===== src/rtl/alu_pkg.sv =====
// alu_pkg: op codes, sequencer states, flag indices and op legality shared by the ALU sequencer.
package alu_pkg;
  localparam logic [3:0] OP_AND = 4'b0000;
  localparam logic [3:0] OP_ADD = 4'b0110;
  localparam logic [3:0] OP_MUL = 4'b1001;
  localparam logic [3:0] OP_ASR = 4'b1101;
  localparam int FLAG_N = 3;
  localparam int FLAG_Z = 2;
  localparam int FLAG_C = 1;
  localparam int FLAG_V = 0;
  typedef enum logic [1:0] {S_IDLE, S_EXEC, S_MUL, S_RESP} state_t;
  function automatic logic is_legal_op(input logic [3:0] op);
    return op < 4'b1110;
  endfunction
endpackage


===== src/rtl/shift_add_mul.sv =====
// shift_add_mul: iterative unsigned multiplier, one conditional shifted add per cycle after start.
module shift_add_mul #(
  parameter int WIDTH  = 32,
  parameter int CYCLES = WIDTH
) (
  input  logic               clk,
  input  logic               rst_n,
  input  logic               i_start,
  input  logic [WIDTH-1:0]   i_multiplicand,
  input  logic [WIDTH-1:0]   i_multiplier,
  output logic               o_done,
  output logic [2*WIDTH-1:0] o_product
);
  localparam int CW = $clog2(CYCLES);
  logic               r_busy;
  logic [CW-1:0]      r_count;
  logic [WIDTH-1:0]   r_mcand;
  logic [WIDTH-1:0]   r_mplier;
  logic [2*WIDTH-1:0] r_product;
  // o_product already includes this cycle's add so the caller can capture it on the done edge
  always_comb begin
    o_product = r_mplier[0] ? r_product + ({{WIDTH{1'b0}}, r_mcand} << r_count) : r_product;
    o_done    = r_busy && (r_count == CW'(CYCLES - 1));
  end
  always_ff @(posedge clk) begin
    if (!rst_n) begin
      r_busy    <= 1'b0;
      r_count   <= '0;
      r_mcand   <= '0;
      r_mplier  <= '0;
      r_product <= '0;
    end else if (i_start) begin
      r_busy    <= 1'b1;
      r_count   <= '0;
      r_mcand   <= i_multiplicand;
      r_mplier  <= i_multiplier;
      r_product <= '0;
    end else if (r_busy) begin
      r_product <= o_product;
      r_mplier  <= r_mplier >> 1;
      r_count   <= r_count + 1'b1;
      r_busy    <= !o_done;
    end
  end
endmodule


===== src/rtl/alu_sequencer.sv =====
// alu_sequencer: accumulator command sequencer around an external ALU, with in-house shift-add multiply.
module alu_sequencer
  import alu_pkg::*;
#(
  parameter int WIDTH      = 32,
  parameter int MUL_CYCLES = 32
) (
  input  logic             clk,
  input  logic             rst_n,
  input  logic             cmd_valid,
  output logic             cmd_ready,
  input  logic [3:0]       cmd_op,
  input  logic [WIDTH-1:0] cmd_operand,
  input  logic             cmd_cin,
  input  logic             cmd_load,
  output logic [WIDTH-1:0] alu_a,
  output logic [WIDTH-1:0] alu_b,
  output logic [3:0]       alu_sel,
  output logic             alu_cin,
  input  logic [WIDTH-1:0] alu_y,
  input  logic             alu_cout,
  input  logic             alu_negative,
  input  logic             alu_zero,
  input  logic             alu_overflow,
  output logic             rsp_valid,
  input  logic             rsp_ready,
  output logic [WIDTH-1:0] rsp_data,
  output logic [3:0]       rsp_flags,
  output logic             rsp_err
);
  state_t               r_state, w_next;
  logic [WIDTH-1:0]     r_acc, r_operand;
  logic [3:0]           r_op, r_flags;
  logic                 r_cin, r_err;
  logic                 w_accept, w_direct, w_start, w_mul_done, w_hi;
  logic [2*WIDTH-1:0]   w_product;
  always_comb begin
    w_accept = (r_state == S_IDLE) && cmd_valid;
    w_direct = cmd_load || !is_legal_op(cmd_op);
    w_start  = w_accept && !w_direct && (cmd_op == OP_MUL);
    w_hi     = |w_product[2*WIDTH-1:WIDTH];
    w_next   = r_state;
    case (r_state)
      S_IDLE: if (cmd_valid) w_next = w_direct ? S_RESP : (cmd_op == OP_MUL) ? S_MUL : S_EXEC;
      S_EXEC: w_next = S_RESP;
      S_MUL:  if (w_mul_done) w_next = S_RESP;
      S_RESP: if (rsp_ready) w_next = S_IDLE;
      default: w_next = S_IDLE;
    endcase
  end
  always_ff @(posedge clk) begin
    if (!rst_n) r_state <= S_IDLE;
    else r_state <= w_next;
  end
  always_ff @(posedge clk) begin
    if (!rst_n) begin
      r_acc     <= '0;
      r_operand <= '0;
      r_op      <= '0;
      r_cin     <= 1'b0;
      r_flags   <= '0;
      r_err     <= 1'b0;
    end else if (w_accept) begin
      r_op      <= cmd_op;
      r_operand <= cmd_operand;
      r_cin     <= cmd_cin;
      r_err     <= !cmd_load && !is_legal_op(cmd_op);
      if (cmd_load) r_acc <= cmd_operand;
    end else if (r_state == S_EXEC) begin
      r_acc   <= alu_y;
      // ASR reports sign from the result itself rather than the ALU's negative flag
      r_flags <= {(r_op == OP_ASR) ? alu_y[WIDTH-1] : alu_negative, alu_zero, alu_cout, alu_overflow};
    end else if (r_state == S_MUL && w_mul_done) begin
      r_acc   <= w_product[WIDTH-1:0];
      r_flags <= {w_product[WIDTH-1], w_product[WIDTH-1:0] == '0, w_hi, w_hi};
    end
  end
  shift_add_mul #(.WIDTH(WIDTH), .CYCLES(MUL_CYCLES)) u_mul (
    .clk            (clk),
    .rst_n          (rst_n),
    .i_start        (w_start),
    .i_multiplicand (r_acc),
    .i_multiplier   (cmd_operand),
    .o_done         (w_mul_done),
    .o_product      (w_product)
  );
  assign cmd_ready = r_state == S_IDLE;
  assign rsp_valid = r_state == S_RESP;
  assign alu_a     = r_acc;
  assign alu_b     = r_operand;
  assign alu_sel   = r_op;
  assign alu_cin   = r_cin;
  assign rsp_data  = r_acc;
  assign rsp_flags = r_flags;
  assign rsp_err   = r_err;
endmodule


===== config.mk =====
export PLATFORM = sky130hd
export DESIGN_NAME = alu_sequencer
export DESIGN_NICKNAME = d
export VERILOG_FILES = /design/src/rtl/alu_pkg.sv /design/src/rtl/shift_add_mul.sv /design/src/rtl/alu_sequencer.sv
export SDC_FILE = /design/constraint.sdc
export NUM_CORES = 1
export LEC_CHECK = 0
export BUFFER_PORTS_ARGS = -buffer_cell sky130_fd_sc_hd__buf_2
export CORE_MARGIN = 4
export CORE_UTILIZATION = 51
export CTS_CLUSTER_SIZE = 10
export DETAILED_ROUTE_END_ITERATION = 12
export PLACE_DENSITY = 0.71
export SYNTH_ARGS = -nofsm -noshare
export SYNTH_HDL_FRONTEND = slang
export SYNTH_HIERARCHICAL = 1
export SYNTH_SLANG_ARGS = --single-unit

===== constraint.sdc =====
create_clock -name clk -period 12 [get_ports clk]
set_clock_uncertainty 0.15 [all_clocks]
set_input_delay 0.6 -clock clk [delete_from_list [all_inputs] [get_ports clk]]
set_output_delay 0.6 -clock clk [all_outputs]
set_load 0.02 [all_outputs]

# == Yosys cells after proc, flatten, opt, wreduce, memory -nomap -nowiden ==
# Index checks and enable logic that the tools add are counted.
# Widths: inputs -> output; s select.
# word_totals
register_bits,210
inputBits,78
word_cells,67
# op_classes
add_sub_neg,2
n_lt_le_gt_ge,1
eq_ne,10
shift,1
n_mux,18
bitwise_logic,2
reduce_logical,21
# ops
op,count
$mux 32,6
$add 64x64->64,1
$mux 64,1
$shl 32x5->64,1
$logic_not 32->1,1
$reduce_or 32->1,1
$mux 2,5
$eq 4x4->1 const B,2
$mux 4,2
$pmux 2 s4,1
$logic_and 1x1->1,6
$add 5x1->5 const B,1
$eq 5x5->1 const B,1
$eq 2x2->1 const B,2
$logic_not 1->1,4
$lt 4x4->1 const B,1
$ne 2x1->1 const B,2
$ne 2x2->1 const B,2
$reduce_and 2->1,2
$reduce_bool 2->1,2
$mux 1,3
$reduce_and 3->1,1
$reduce_bool 3->1,1
$eq 2x1->1 const B,1
other kinds (4),5

# == Depth between registers and ports, before layout ==
# Gate-level depths: netlist of the first run.
# depth
word_depth,7
mapped_depth,26
depth_no_buf,23

# == By module ==
# Netlist of the first run, hierarchy kept.
# modules_own_cells
module,n_inst,cells_per_inst,area_per_inst_um2
shift_add_mul,1,1436,11531.1
alu_sequencer,1,490,4040.1

# == Worst setup path after synthesis of the first run ==
# OpenSTA, ideal clock, no wires.
# synth_timing
path_type,flip-flop to flip-flop
from,reg u_mul.r_count[0]
to,"reg r_flags[0], in the netlist rsp_flags[0]"
setup_ns,0.131
t_arrival_ns,5.372
required_time_ns,11.719
path_slack_ns,6.346
path_stages_with_launch,23
n_path_buf,3
period_less_slack_ns,5.654
path_cell_list,dfxtp_1 > clkbuf_1 > buf_1 > mux4_2 > mux2i_1 > nor2_1 > a31oi_1 > mux2i_1 > ha_1 > clkbuf_1 > nand3_1 > or4_1 > a31oi_1 > nor2_1 > o311ai_2 > a21boi_1 > o41ai_2 > xor2_1 > mux2_2 > nor4_1 > nand2_1 > nor4_1 > a21oi_1
# synth_between
elab_chain_cells,6
# synth_lines
element,line,source
"start, declared",shift_add_mul.sv:16,logic [CW-1:0] r_count;
"start signal, assigned",shift_add_mul.sv:41,r_count <= r_count + 1'b1;
$shl 32x5->64,shift_add_mul.sv:22,"o_product = r_mplier[0] ? r_product + ({{WIDTH{1'b0}}, r_mcand} << r_count) : r_product;"
$add 64x64->64,shift_add_mul.sv:22,
$mux 64,shift_add_mul.sv:22,
named net w_product[61],alu_sequencer.sv:36,logic [2*WIDTH-1:0] w_product;
$reduce_or 32->1,alu_sequencer.sv:41,w_hi = |w_product[2*WIDTH-1:WIDTH];
$mux 4,alu_sequencer.sv:73,end else if (r_state == S_MUL && w_mul_done) begin
$mux 4,alu_sequencer.sv:69,end else if (r_state == S_EXEC) begin
"end signal, assigned",alu_sequencer.sv:72,"r_flags <= {(r_op == OP_ASR) ? alu_y[WIDTH-1] : alu_negative, alu_zero, alu_cout, alu_overflow};"
"end signal, assigned",alu_sequencer.sv:75,"r_flags <= {w_product[WIDTH-1], w_product[WIDTH-1:0] == '0, w_hi, w_hi};"
"end, declared",alu_sequencer.sv:33,"logic [3:0] r_op, r_flags;"
# The timed path passes the listed nets, and every way through them passes these cells. The select of a mux whose other input is x is not followed.
# A chain may end at the register's enable or synchronous reset.

# == Worst setup path after layout of the first run ==
# Ends and elaborated chain as after synthesis.

==> results of run 1 <==
## worst max-delay path by stage
stage	startpoint	to	cells after the start
final	u_mul/r_count[0]	rsp_flags[0]	20
after global routing	u_mul/r_count[0]	rsp_flags[0]	20
after CTS	u_mul/r_count[0]	rsp_flags[0]	20
after detailed placement	u_mul/r_count[0]	rsp_flags[1]	20
after global placement	u_mul/r_count[0]	rsp_flags[1]	20
after floorplan	u_mul/r_count[0]	rsp_flags[0]	22
## flip-flops by register name, summed over array words and instances, names as in the netlist
signal / count
u_mul/r_product: 64
alu_cin: 1
u_mul/r_mplier: 32
u_mul/r_mcand: 32
u_mul/r_count: 5
u_mul/r_busy: 1
alu_b: 32
alu_a: 32
rsp_flags: 4
rsp_err: 1
r_state: 2
alu_sel: 4
## kinds of logic after synthesis
group                      synth area share, %
buffers and inverters                     6.11
xor gates and xnor gates                  3.49
muxes                                     19.3
AOI/OAI and AO/OA                         19.5
and+or+nand+nor                           18.9
DFF                                       27.0
adders and majority gates                 5.67
## cell usage in the layout, fill, tap and decap left out, types with 16 or more instances in the layout
| cell type | netlist | routed |
|---|---|---|
| sky130_fd_sc_hd__o22ai_1 | 18 | 18 |
| sky130_fd_sc_hd__nand3_1 | 24 | 24 |
| sky130_fd_sc_hd__nand2_1 | 320 | 319 |
| sky130_fd_sc_hd__o21ai_0 | 90 | 90 |
| sky130_fd_sc_hd__nand4_1 | 27 | 27 |
| sky130_fd_sc_hd__ha_1 | 69 | 68 |
| sky130_fd_sc_hd__o211ai_1 | 38 | 38 |
| sky130_fd_sc_hd__mux4_2 | 21 | 21 |
| sky130_fd_sc_hd__o21a_1 | 16 | 16 |
| sky130_fd_sc_hd__and2_1 | 40 | 40 |
| sky130_fd_sc_hd__clkbuf_16 | 0 | 26 |
| sky130_fd_sc_hd__mux2i_1 | 162 | 162 |
| sky130_fd_sc_hd__mux2_2 | 81 | 81 |
| sky130_fd_sc_hd__nor2_1 | 118 | 117 |
| sky130_fd_sc_hd__a21oi_1 | 128 | 128 |
| sky130_fd_sc_hd__dfxtp_1 | 210 | 205 |
| sky130_fd_sc_hd__xor2_1 | 19 | 19 |
| sky130_fd_sc_hd__a21o_1 | 18 | 18 |
| sky130_fd_sc_hd__a21boi_1 | 32 | 32 |
| sky130_fd_sc_hd__buf_2 | 17 | 184 |
| sky130_fd_sc_hd__nor4_1 | 18 | 18 |
| sky130_fd_sc_hd__inv_1 | 29 | 29 |
| sky130_fd_sc_hd__nor2b_1 | 37 | 37 |
| sky130_fd_sc_hd__a21boi_0 | 43 | 43 |
| sky130_fd_sc_hd__xnor2_1 | 43 | 43 |
| sky130_fd_sc_hd__nor3_1 | 19 | 19 |
## where the power goes
group | leakage [nW] | internal (mW) | switching [mW]
combinational | 4.60 | 0.172 | 0.363
clock | 0.382 | 0.429 | 0.306
sequential | 1.70 | 0.759 | 0.0610
## final cells by class
cell class / instances / share of cell area (%)
inverter: 32 / 0.704
sequential: 210 / 24.7
tap: 390 / 2.86
clock buffer: 31 / 4.10
multi-input combinational: 1515 / 61.2
timing repair buffer: 198 / 6.02
clock inverter: 5 / 0.440
## synth_stat cells, types with 29 or more instances
library cell | number | share of area [%]
sky130_fd_sc_hd__nor2b_1 | 37 | 1.5
sky130_fd_sc_hd__ha_1 | 69 | 5.5
sky130_fd_sc_hd__o211ai_1 | 38 | 1.8
sky130_fd_sc_hd__and2_1 | 40 | 1.6
sky130_fd_sc_hd__xnor2_1 | 43 | 2.4
sky130_fd_sc_hd__nand2_1 | 320 | 7.7
sky130_fd_sc_hd__mux2i_1 | 162 | 10
sky130_fd_sc_hd__clkbuf_1 | 94 | 2.3
sky130_fd_sc_hd__nor2_1 | 118 | 2.8
sky130_fd_sc_hd__a21boi_0 | 43 | 2.1
sky130_fd_sc_hd__o21ai_0 | 90 | 2.9
sky130_fd_sc_hd__mux2_2 | 81 | 5.9
sky130_fd_sc_hd__dfxtp_1 | 210 | 27
sky130_fd_sc_hd__a21oi_1 | 128 | 4.1
sky130_fd_sc_hd__inv_1 | 29 | 0.70
sky130_fd_sc_hd__a21boi_1 | 32 | 1.5
sky130_fd_sc_hd__buf_4 | 37 | 1.8
## worst register-to-register path: stages, from the launching register on
cell	delay [ns]
sky130_fd_sc_hd__dfxtp_2	1.04
sky130_fd_sc_hd__mux4_2	0.65
sky130_fd_sc_hd__nand2_1	0.09
sky130_fd_sc_hd__nand2_1	0.09
sky130_fd_sc_hd__o21ai_0	0.43
sky130_fd_sc_hd__mux2i_1	0.17
sky130_fd_sc_hd__ha_1	0.38
sky130_fd_sc_hd__and2_1	0.20
sky130_fd_sc_hd__nand3_1	0.11
sky130_fd_sc_hd__or4_1	0.45
sky130_fd_sc_hd__a31oi_1	0.21
sky130_fd_sc_hd__nor2_1	0.18
sky130_fd_sc_hd__o311ai_2	0.47
sky130_fd_sc_hd__a21boi_1	0.24
sky130_fd_sc_hd__o41ai_2	0.43
sky130_fd_sc_hd__xor2_1	0.14
sky130_fd_sc_hd__mux2_2	0.28
sky130_fd_sc_hd__nor4_1	0.23
sky130_fd_sc_hd__nand2_1	0.11
sky130_fd_sc_hd__nor4_1	0.82
sky130_fd_sc_hd__a21oi_1	0.16
## metrics by stage
step / power, mW / util (%)
final: 2.09 / 57.1
after global routing: 2.18 / 57.1
after CTS: 2.10 / 57.1
after detailed placement: 1.37 / 54.5
after global placement: 1.36 / 54.5
after floorplan: 1.23 / -
## routing by layer
metal / global-route usage (%) / vias to the layer above
met5: 0 / -
met4: 8.23 / 8
met3: 4.94 / 91
met2: 47.6 / 594
met1: 38.9 / 6963
li1: - / 6949
==> out/qor.yml, run 1 <==
status:
  status: "finished, final reports clean"
clock_tree:
  worstSkewPairLatency_ns: 0.56
  cts.sink_count: 210
  cts_inserted_buffers: 26
  h-tree-depth: 1
  cts_post_setup_buffers_inserted: 0
  clockRootBuffer: "sky130_fd_sc_hd__clkbuf_16"
  ctsHoldBuffers: 0
  path_clk_slew_ns: 0.06
  cts_resized: 0
  cts_tree: "done"
  clock_tree.buffer_depth: 3
synthesis:
  post_synth_inst_count: 1926
  synth_seq_area_share_pct: 27.0
  ys_warn_count: 6
  ys_seq_elements: 210
  asyncSetResetFlopFracSynth_pct: 0
  mappedNetlistNets: 2074
  yosysUniqueCellTypes: 71
  synth-edff-count: 0
  synth.avg_cell_area_um2: 8.08
  post_synth_instance_area_um2: 15600
  ys.flop_type: "sky130_fd_sc_hd__dfxtp_1"
worst_setup_path:
  path_cells: "mux4_2, nand2_1, nand2_1, o21ai_0, mux2i_1, ha_1, and2_1, nand3_1, or4_1, a31oi_1, nor2_1, o311ai_2, a21boi_1, o41ai_2, xor2_1, mux2_2, nor4_1, nand2_1, nor4_1, a21oi_1"
  slowest_delay_ns: 1.04
  critical_path.slowest_cell: "sky130_fd_sc_hd__dfxtp_2"
  critPathKind: "register to register"
  crit_path_max_fanout: 42
  crit_arrival_ns: 7.40
  critical_path_s_most_frequent_cell: "sky130_fd_sc_hd__nand2_1"
  worst_r2r_startpoint: "u_mul/r_count[0]"
  ff2ff_path_depth: 20
  critical_path.n_buffers_inverters: 0
  critPathLaunchType: "register"
  worst_path_dominant_cell_family: "simple AND/OR/NAND/NOR gates"
  worst_ep_required_time_ns: 12.25
  end_kind: "register"
  worst_r2r_endpoint: "rsp_flags[0]"
  reg2reg_slack_ns: 4.85
worst_hold_path:
  holdPathEnd: "alu_cin"
  min-delay-path-class: "input pin to register"
  timing.hold.worst.start: "cmd_cin"
  worst_hold_path.num_cells: 3
floorplan:
  dieWidth_um: 183
  initial_utilization_pct: 52.1
  dieHeight_um: 183
  design.portCount: 186
  core_um2: 29900
  num_rows: 63
  die_area_um2: 33400
pwr:
  irDropWorstVdd_v: 0.000195
  powerDensity_nw_per_um2: 123
  power.leakage_nw: 6.68
timing:
  timing_max_transition_violations_final: 0
  relSlewSlack_pct: 28.2
  rsz0062_at_grt: "no"
  hold_ws_ns: 0.169
  fin_ws_ns: 4.85
  worst_slew_pin_slew_ns: 1.08
  timing.final.hold_violations: 0
  timing.final.setup_violations: 0
  period_minus_slack_ns: 7.15
  timing.setup.tns_ns: 0
  finalCritPeriodShare_pct: 59.6
  maxClockFrequency_mhz: 140
layout:
  final_layout_size_suffix_gt1_share_pct: 17.9
  num_antenna_cells: 0
  multi_input_logic_area_um2: 10400
  final-seq-area_um2: 4210
  final_cell_count_no_fill: 2381
  fin_nets: 2131
  final_std_cell_area_no_fill_um2: 17100
  area_growth_pct: 9.54
  fillerInstances: 2789
detailed_routing:
  drt-pass1-iter-count: 8
  wl_met1_um: 21700
  route.detailed.drc: 0
  route.met3.wl_um: 3780
  wl_met2_um: 22900
  wl_um: 50100
  detail_route.wl_per_cell_um: 21.0
  ant_nets: 0
  drt_initial_violations: 1262
  highest_layer: "met5"
  route.detailed.vias_per_inst: 6.13
  route.vias.total: 14600
grt:
  global_route.usage.total_pct: 28.8
  pin_count_of_the_biggest_net_entering_global_routing: 106
  grt_overflow: 0
  antenna_found_initial: 4
  grt_pass1_wl_um: 78000
  grt_pass1_vias: 14000
place:
  dp_hpwl_um: 37500
  placed_cells: 2345
  place_area_um2: 16300
  gpl.final_weighted_congestion: 0.971
  port-buffer-count: 185
  placement.setup.worst_slack_ns: 5.02
flow_run:
  number_of_max_cap_violations: 0
(Power assumes the default switching activity.)
==> run 2: changes to the inputs <==
clock period = 7.2 ns   (was 12 ns; I/O delays follow)
==> run 2 against run 1 <==
Net effect:
- die area did not move
- flip-flop and latch count did not move
- power rose by 75%
- sequential share of layout area fell by 0.80 points
- largest power group unchanged
- final area rose by 3.3%
- highest routed layer unchanged
- worst hold slack got worse by 0.15 ns
- worst setup slack got worse by 4.4 ns
==> out/qor.yml, run 2 (synthesized netlist as in run 1, its figures left out) <==
clock_tree:
  cts_tree: "done"
  cts_inserted_buffers: 27  # +3.8%
  path_clk_slew_ns: 0.05  # about the same
  clockRootBuffer: "sky130_fd_sc_hd__clkbuf_16"
  h-tree-depth: 1  # unchanged
  cts_resized: 0  # unchanged
  cts.sink_count: 210  # unchanged
  clock_tree.buffer_depth: 3  # unchanged
  worstSkewPairLatency_ns: 0.56  # about the same
timing:
  maxClockFrequency_mhz: 149  # +6.3%
  timing.final.hold_violations: 0  # unchanged
  timing.final.setup_violations: 0  # unchanged
  rsz0062_at_grt: "no"
  timing_max_transition_violations_final: 0  # unchanged
  worst_slew_pin_slew_ns: 1.10  # +0.0236 ns
  finalCritPeriodShare_pct: 93.4  # +34 points
  relSlewSlack_pct: 26.6  # -1.6 points
  timing.setup.tns_ns: 0  # unchanged
  period_minus_slack_ns: 6.73  # -0.423 ns
worst_setup_path:
  critPathLaunchType: "register"
  crit_arrival_ns: 6.98  # -0.42 ns
  critical_path_s_most_frequent_cell: "sky130_fd_sc_hd__nor2_1"
  worst_ep_required_time_ns: 7.45  # -4.80 ns
  slowest_delay_ns: 0.76  # -0.28 ns
  path_cells: "buf_4, mux4_2, mux2i_1, nor2_1, a31oi_1, nor2_1, ha_1, nand4_1, nor2_1, and3_1, nor3b_1, a21oi_2, a31oi_1, o41a_1, o41a_1, xnor2_1, mux2_2, nor4_1, nand2_1, nor4_1, a21oi_1"
  end_kind: "register"
  critical_path.slowest_cell: "sky130_fd_sc_hd__nor4_1"
  critPathKind: "register to register"
  crit_path_max_fanout: 14  # -67%
detailed_routing:
  drt-pass1-iter-count: 6  # -2
  route.detailed.drc: 0  # unchanged
  route.detailed.vias_per_inst: 6.11  # -0.45%
  route.vias.total: 14800  # +1.6%
  detail_route.wl_per_cell_um: 21.3  # +1.2%
  drt_initial_violations: 1198  # -5.1%
  ant_nets: 0  # unchanged
  wl_um: 51700  # +3.3%
pwr:
  powerDensity_nw_per_um2: 207  # +69%
  irDropWorstVdd_v: 0.000352  # +81%
  power.leakage_nw: 6.93  # +3.8%
grt:
  grt_pass1_vias: 14100  # +0.85%
  pin_count_of_the_biggest_net_entering_global_routing: 106  # unchanged
  global_route.usage.total_pct: 29.6  # +0.87 points
  antenna_found_initial: 5  # +1
  grt_pass1_wl_um: 79800  # +2.3%
  grt_overflow: 0  # unchanged
flow_run:
  number_of_max_cap_violations: 0  # unchanged
worst_hold_path:
  min-delay-path-class: "input pin to register"
floorplan:
  dieHeight_um: 183  # unchanged
  core_um2: 29900  # unchanged
  design.portCount: 186  # unchanged
  dieWidth_um: 183  # unchanged
  die_area_um2: 33400  # unchanged
  initial_utilization_pct: 52.1  # unchanged
  num_rows: 63  # unchanged
place:
  port-buffer-count: 185  # unchanged
  placed_cells: 2353  # +0.34%
  dp_hpwl_um: 38200  # +1.9%
  gpl.final_weighted_congestion: 0.963  # -0.82%
layout:
  largest_register_ff_count: 64  # unchanged
  fin_nets: 2178  # +2.2%
  final_layout_size_suffix_gt1_share_pct: 18.0  # +0.11 points
  max_flop_register: "u_mul/r_product"
  mostFrequentLayoutCell: "sky130_fd_sc_hd__nand2_1"
  area_growth_pct: 13.2
  final_cell_mix: "sky130_fd_sc_hd__nand2_1, sky130_fd_sc_hd__dfxtp_1, sky130_fd_sc_hd__buf_2, sky130_fd_sc_hd__mux2i_1, sky130_fd_sc_hd__a21oi_1"
  final_cell_count_no_fill: 2431  # +2.1%
status:
  status: "finished, final reports clean"
run 2: repair_timing:
item	in CTS	in global routing
setup buffers	0	0
endpoints found under the hold margin	42	0
hold buffers	38	0
run 2: through the flow:
step                area (um^2)  util (%)  worst slack (ns)  hold slack, ns  total power, mW
floorplan                 15600         -              1.55           0.298             2.05
global placement          16400      54.8             0.677           0.298             2.27
detailed placement        16400      54.8             0.591           0.305             2.28
CTS                       17600      59.0             0.546         0.00575             3.67
global route              17600      59.0            0.0892          0.0449             3.80
finish                    17600      59.0             0.474          0.0205             3.65
run 2: routing by layer:
layer | global-route usage, % | part of all wire, % | vias to the layer above | wire length [um]
li1 | - | - | 7055 | -
met1 | 40.0 | 43 | 7054 | 22200
met2 | 48.1 | 46 | 618 | 23600
met3 | 5.14 | 7.4 | 110 | 3850
met4 | 10.5 | 3.9 | 8 | 2030
met5 | 0 | 0.089 | - | 46
run 2: cell type report:
type	instances	area (um^2)
Antenna cell	1	2.50
Multi-Input combinational cell	1515	10400
Sequential cell	210	4210
Clock buffer	32	724
Tap cell	390	488
Clock inverter	7	150
Fill cell	2699	12300
Inverter	32	120
Timing Repair Buffer	244	1490
run 2: power breakdown:
part           leakage (nW)  total [mW]  internal [mW]  switching (mW)
sequential             1.70        1.37           1.26           0.105
combinational          4.80       0.913          0.300           0.613
clock                 0.431        1.37          0.847           0.518
total                  6.93        3.65           2.41            1.24
run 2: critical path: cells and delay by family, from the launching register on:
kind | cells | cell delay [ns]
and+or+nand+nor | 9 | 1.96
AOI/OAI and AO/OA | 6 | 2.12
DFF | 1 | 0.44
xor gates and xnor gates | 1 | 0.14
adders and majority gates | 1 | 0.45
buffers and inverters | 1 | 0.26
muxes | 3 | 1.02
run 2: worst paths after layout:
kind,start,to,slack [ns],depth (start not counted)
min reg2reg,alu_b[24],alu_b[24],0.31,2
min,alu_zero,rsp_flags[2],0.02,4
max reg2reg,u_mul/r_count[0],rsp_flags[1],0.47,21
max,u_mul/r_count[0],rsp_flags[1],0.47,21
==> run 3: changes to the inputs <==
CORE_ASPECT_RATIO = 0.5   (was unset)
==> run 3 against run 2 <==
Net effect:
- count of clock-buffer cells in the layout down 2
- routed wire length up 1.4%
- first-iteration DRC count up 36%
- worst setup slack worse by 0.066 ns
- fmax down 0.97%
- final cell count down 0.21%
- combinational power down 2.3%
- final area down 0.93%
- flip-flop and latch count unchanged
- global-route usage up 0.20 points
- worst hold slack better by 0.041 ns
- critical endpoint is now rsp_flags[0]
==> out/qor.yml, run 3 (synthesized netlist as in run 1, its figures left out) <==
timing:
  finalCritPeriodShare_pct: 94.3  # +0.92 points
  worst_slew_pin_slew_ns: 1.06  # -0.0385 ns
  timing_max_transition_violations_final: 0  # unchanged
  rsz0062_at_grt: "no"
  fin_ws_ns: 0.408  # -0.0659 ns
  timing.final.setup_violations: 0  # unchanged
  relSlewSlack_pct: 29.2  # +2.6 points
  timing.final.hold_violations: 0  # unchanged
  hold_ws_ns: 0.0615  # +0.0410 ns
  maxClockFrequency_mhz: 147  # -0.97%
  timing.setup.tns_ns: 0  # unchanged
  period_minus_slack_ns: 6.79  # +0.0659 ns
pwr:
  power.switching_fraction_pct: 35.2  # +1.3 points
  irDropWorstVdd_v: 0.000439  # +25%
  clockPowerShare_pct: 34.4  # -3.0 points
  power_report.internal_total_mw: 2.24  # -7.0%
  power.combinational.fraction_pct: 25.7  # +0.7 points
  netSwitchingPower_mw: 1.22  # -1.3%
  power.leakage_nw: 6.86  # -1.1%
  powerDensity_nw_per_um2: 198  # -4.2%
  finalPower_mw: 3.46  # -5.1%
  power.share.sequential_pct: 39.8  # +2.2 points
layout:
  final_cell_count_no_fill: 2426  # -0.21%
  max_flop_register: "u_mul/r_product"
  largest_register_ff_count: 64  # unchanged
  mostFrequentLayoutCell: "sky130_fd_sc_hd__nand2_1"
  final_layout_size_suffix_gt1_share_pct: 17.7  # -0.29 points
  area_growth_pct: 12.1
  fillerInstances: 2700  # +0.037%
  final_std_cell_area_no_fill_um2: 17500  # -0.93%
  post-route-util_pct: 59.2  # +0.18 points
  multi_input_logic_area_um2: 10400  # unchanged
  final_cell_mix: "sky130_fd_sc_hd__nand2_1, sky130_fd_sc_hd__dfxtp_1, sky130_fd_sc_hd__buf_2, sky130_fd_sc_hd__mux2i_1, sky130_fd_sc_hd__a21oi_1"
  final-seq-area_um2: 4210  # unchanged
  fin_nets: 2177  # -0.046%
clock_tree:
  h-tree-depth: 1  # unchanged
  path_clk_slew_ns: 0.06  # about the same
  clock_tree.buffer_depth: 3  # unchanged
  worstSkewPairLatency_ns: 0.57  # about the same
  ctsHoldBuffers: 38  # unchanged
  cts_resized: 0  # unchanged
  cts_post_setup_buffers_inserted: 0  # unchanged
  cts_tree: "done"
  cts.sink_count: 210  # unchanged
  clockRootBuffer: "sky130_fd_sc_hd__clkbuf_16"
  cts_inserted_buffers: 25  # -7.4%
grt:
  antenna_found_initial: 2  # -3
  grt_overflow: 0  # unchanged
  grt_pass1_vias: 13800  # -2.0%
  grt_pass1_wl_um: 80200  # +0.55%
  pin_count_of_the_biggest_net_entering_global_routing: 106  # unchanged
  global_route.usage.total_pct: 29.8  # +0.20 points
floorplan:
  num_rows: 44  # -30%
  dieWidth_um: 255  # +40%
  dieHeight_um: 132  # -28%
  initial_utilization_pct: 52.8  # +0.65 points
  die_area_um2: 33600  # +0.51%
  design.portCount: 186  # unchanged
  core_um2: 29500  # -1.2%
worst_setup_path:
  end_kind: "register"
  crit_path_max_fanout: 43  # +29
  critPathLaunchType: "register"
  crit_arrival_ns: 7.06  # +0.08 ns
  worst_path_dominant_cell_family: "compound AO/OA/AOI/OAI gates"
  worst_ep_required_time_ns: 7.47  # +0.02 ns
  critical_path.n_buffers_inverters: 1  # unchanged
  slowest_delay_ns: 0.91  # +0.15 ns
  critical_path.slowest_cell: "sky130_fd_sc_hd__dfxtp_2"
  path_cells: "mux2_2, o21ai_0, nor2_1, a21oi_1, mux2_2, mux2i_1, ha_1, a21oi_1, o21ai_0, a221oi_1, a211oi_1, or3_1, a31oi_1, o41a_1, o21ai_0, xnor2_1, mux2_2, nor4_1, nand2_1, nor4_1, buf_4, a21oi_1"
  critPathKind: "register to register"
detailed_routing:
  drt_initial_violations: 1633  # +36%
  ant_nets: 0  # unchanged
  route.vias.total: 14900  # +0.088%
  wl_um: 52400  # +1.4%
  drt-pass1-iter-count: 6  # unchanged
  route.detailed.vias_per_inst: 6.12  # +0.29%
  route.detailed.drc: 0  # unchanged
  detail_route.wl_per_cell_um: 21.6  # +1.6%
place:
  placement.setup.worst_slack_ns: 0.655  # +0.0643 ns
  gpl.final_weighted_congestion: 1.02  # +6.4%
  dp_hpwl_um: 39100  # +2.2%
  port-buffer-count: 185  # unchanged
  place_area_um2: 16400  # about the same
  placed_cells: 2355  # +0.085%
status:
  status: "finished, final reports clean"
worst_hold_path:
  min-delay-path-class: "input pin to register"
flow_run:
  number_of_max_cap_violations: 0  # unchanged
[run 3: cell type report]
type	count	share of cell area (%)
multi-input cells	1515	59.8
flip-flops and latches	210	24.1
repair buffers	245	8.51
clock buffers	30	3.81
well taps	391	2.80
inverters	32	0.688
clock inverters	2	0.287
diodes	1	0.0143
[run 3: power groups by stage]
stage	logic [mW]	clock network [mW]	registers, mW
floorplan	0.578	0	1.47
global placement	0.863	0	1.40
detailed placement	0.872	0	1.40
CTS	0.890	1.20	1.38
global route	0.957	1.25	1.39
finish	0.892	1.19	1.38
[run 3: routing by layer]
layer / up-vias / wire, um / GRT usage (%)
li1: 7038 / - / -
met1: 7144 / 24200 / 43.5
met2: 583 / 22800 / 45.9
met3: 91 / 4090 / 5.29
met4: 2 / 1380 / 7.35
met5: - / 13 / 0
[run 3: path summary, 6_finish.rpt]
check,from,endpoint,slack (ns),cells after the start
worst max-delay path,u_mul/r_count[1],rsp_flags[0],0.41,22
worst min-delay path,alu_zero,rsp_flags[2],0.06,4
worst max register to register,u_mul/r_count[1],rsp_flags[0],0.41,22
worst min register to register,alu_b[2],alu_b[2],0.31,2
[run 3: worst min-delay path: cells and delay by family]
kind | cells | cell delay [ns]
and+or+nand+nor | 2 | 0.15
AOI/OAI and AO/OA | 1 | 0.13
buffers and inverters | 1 | 0.08
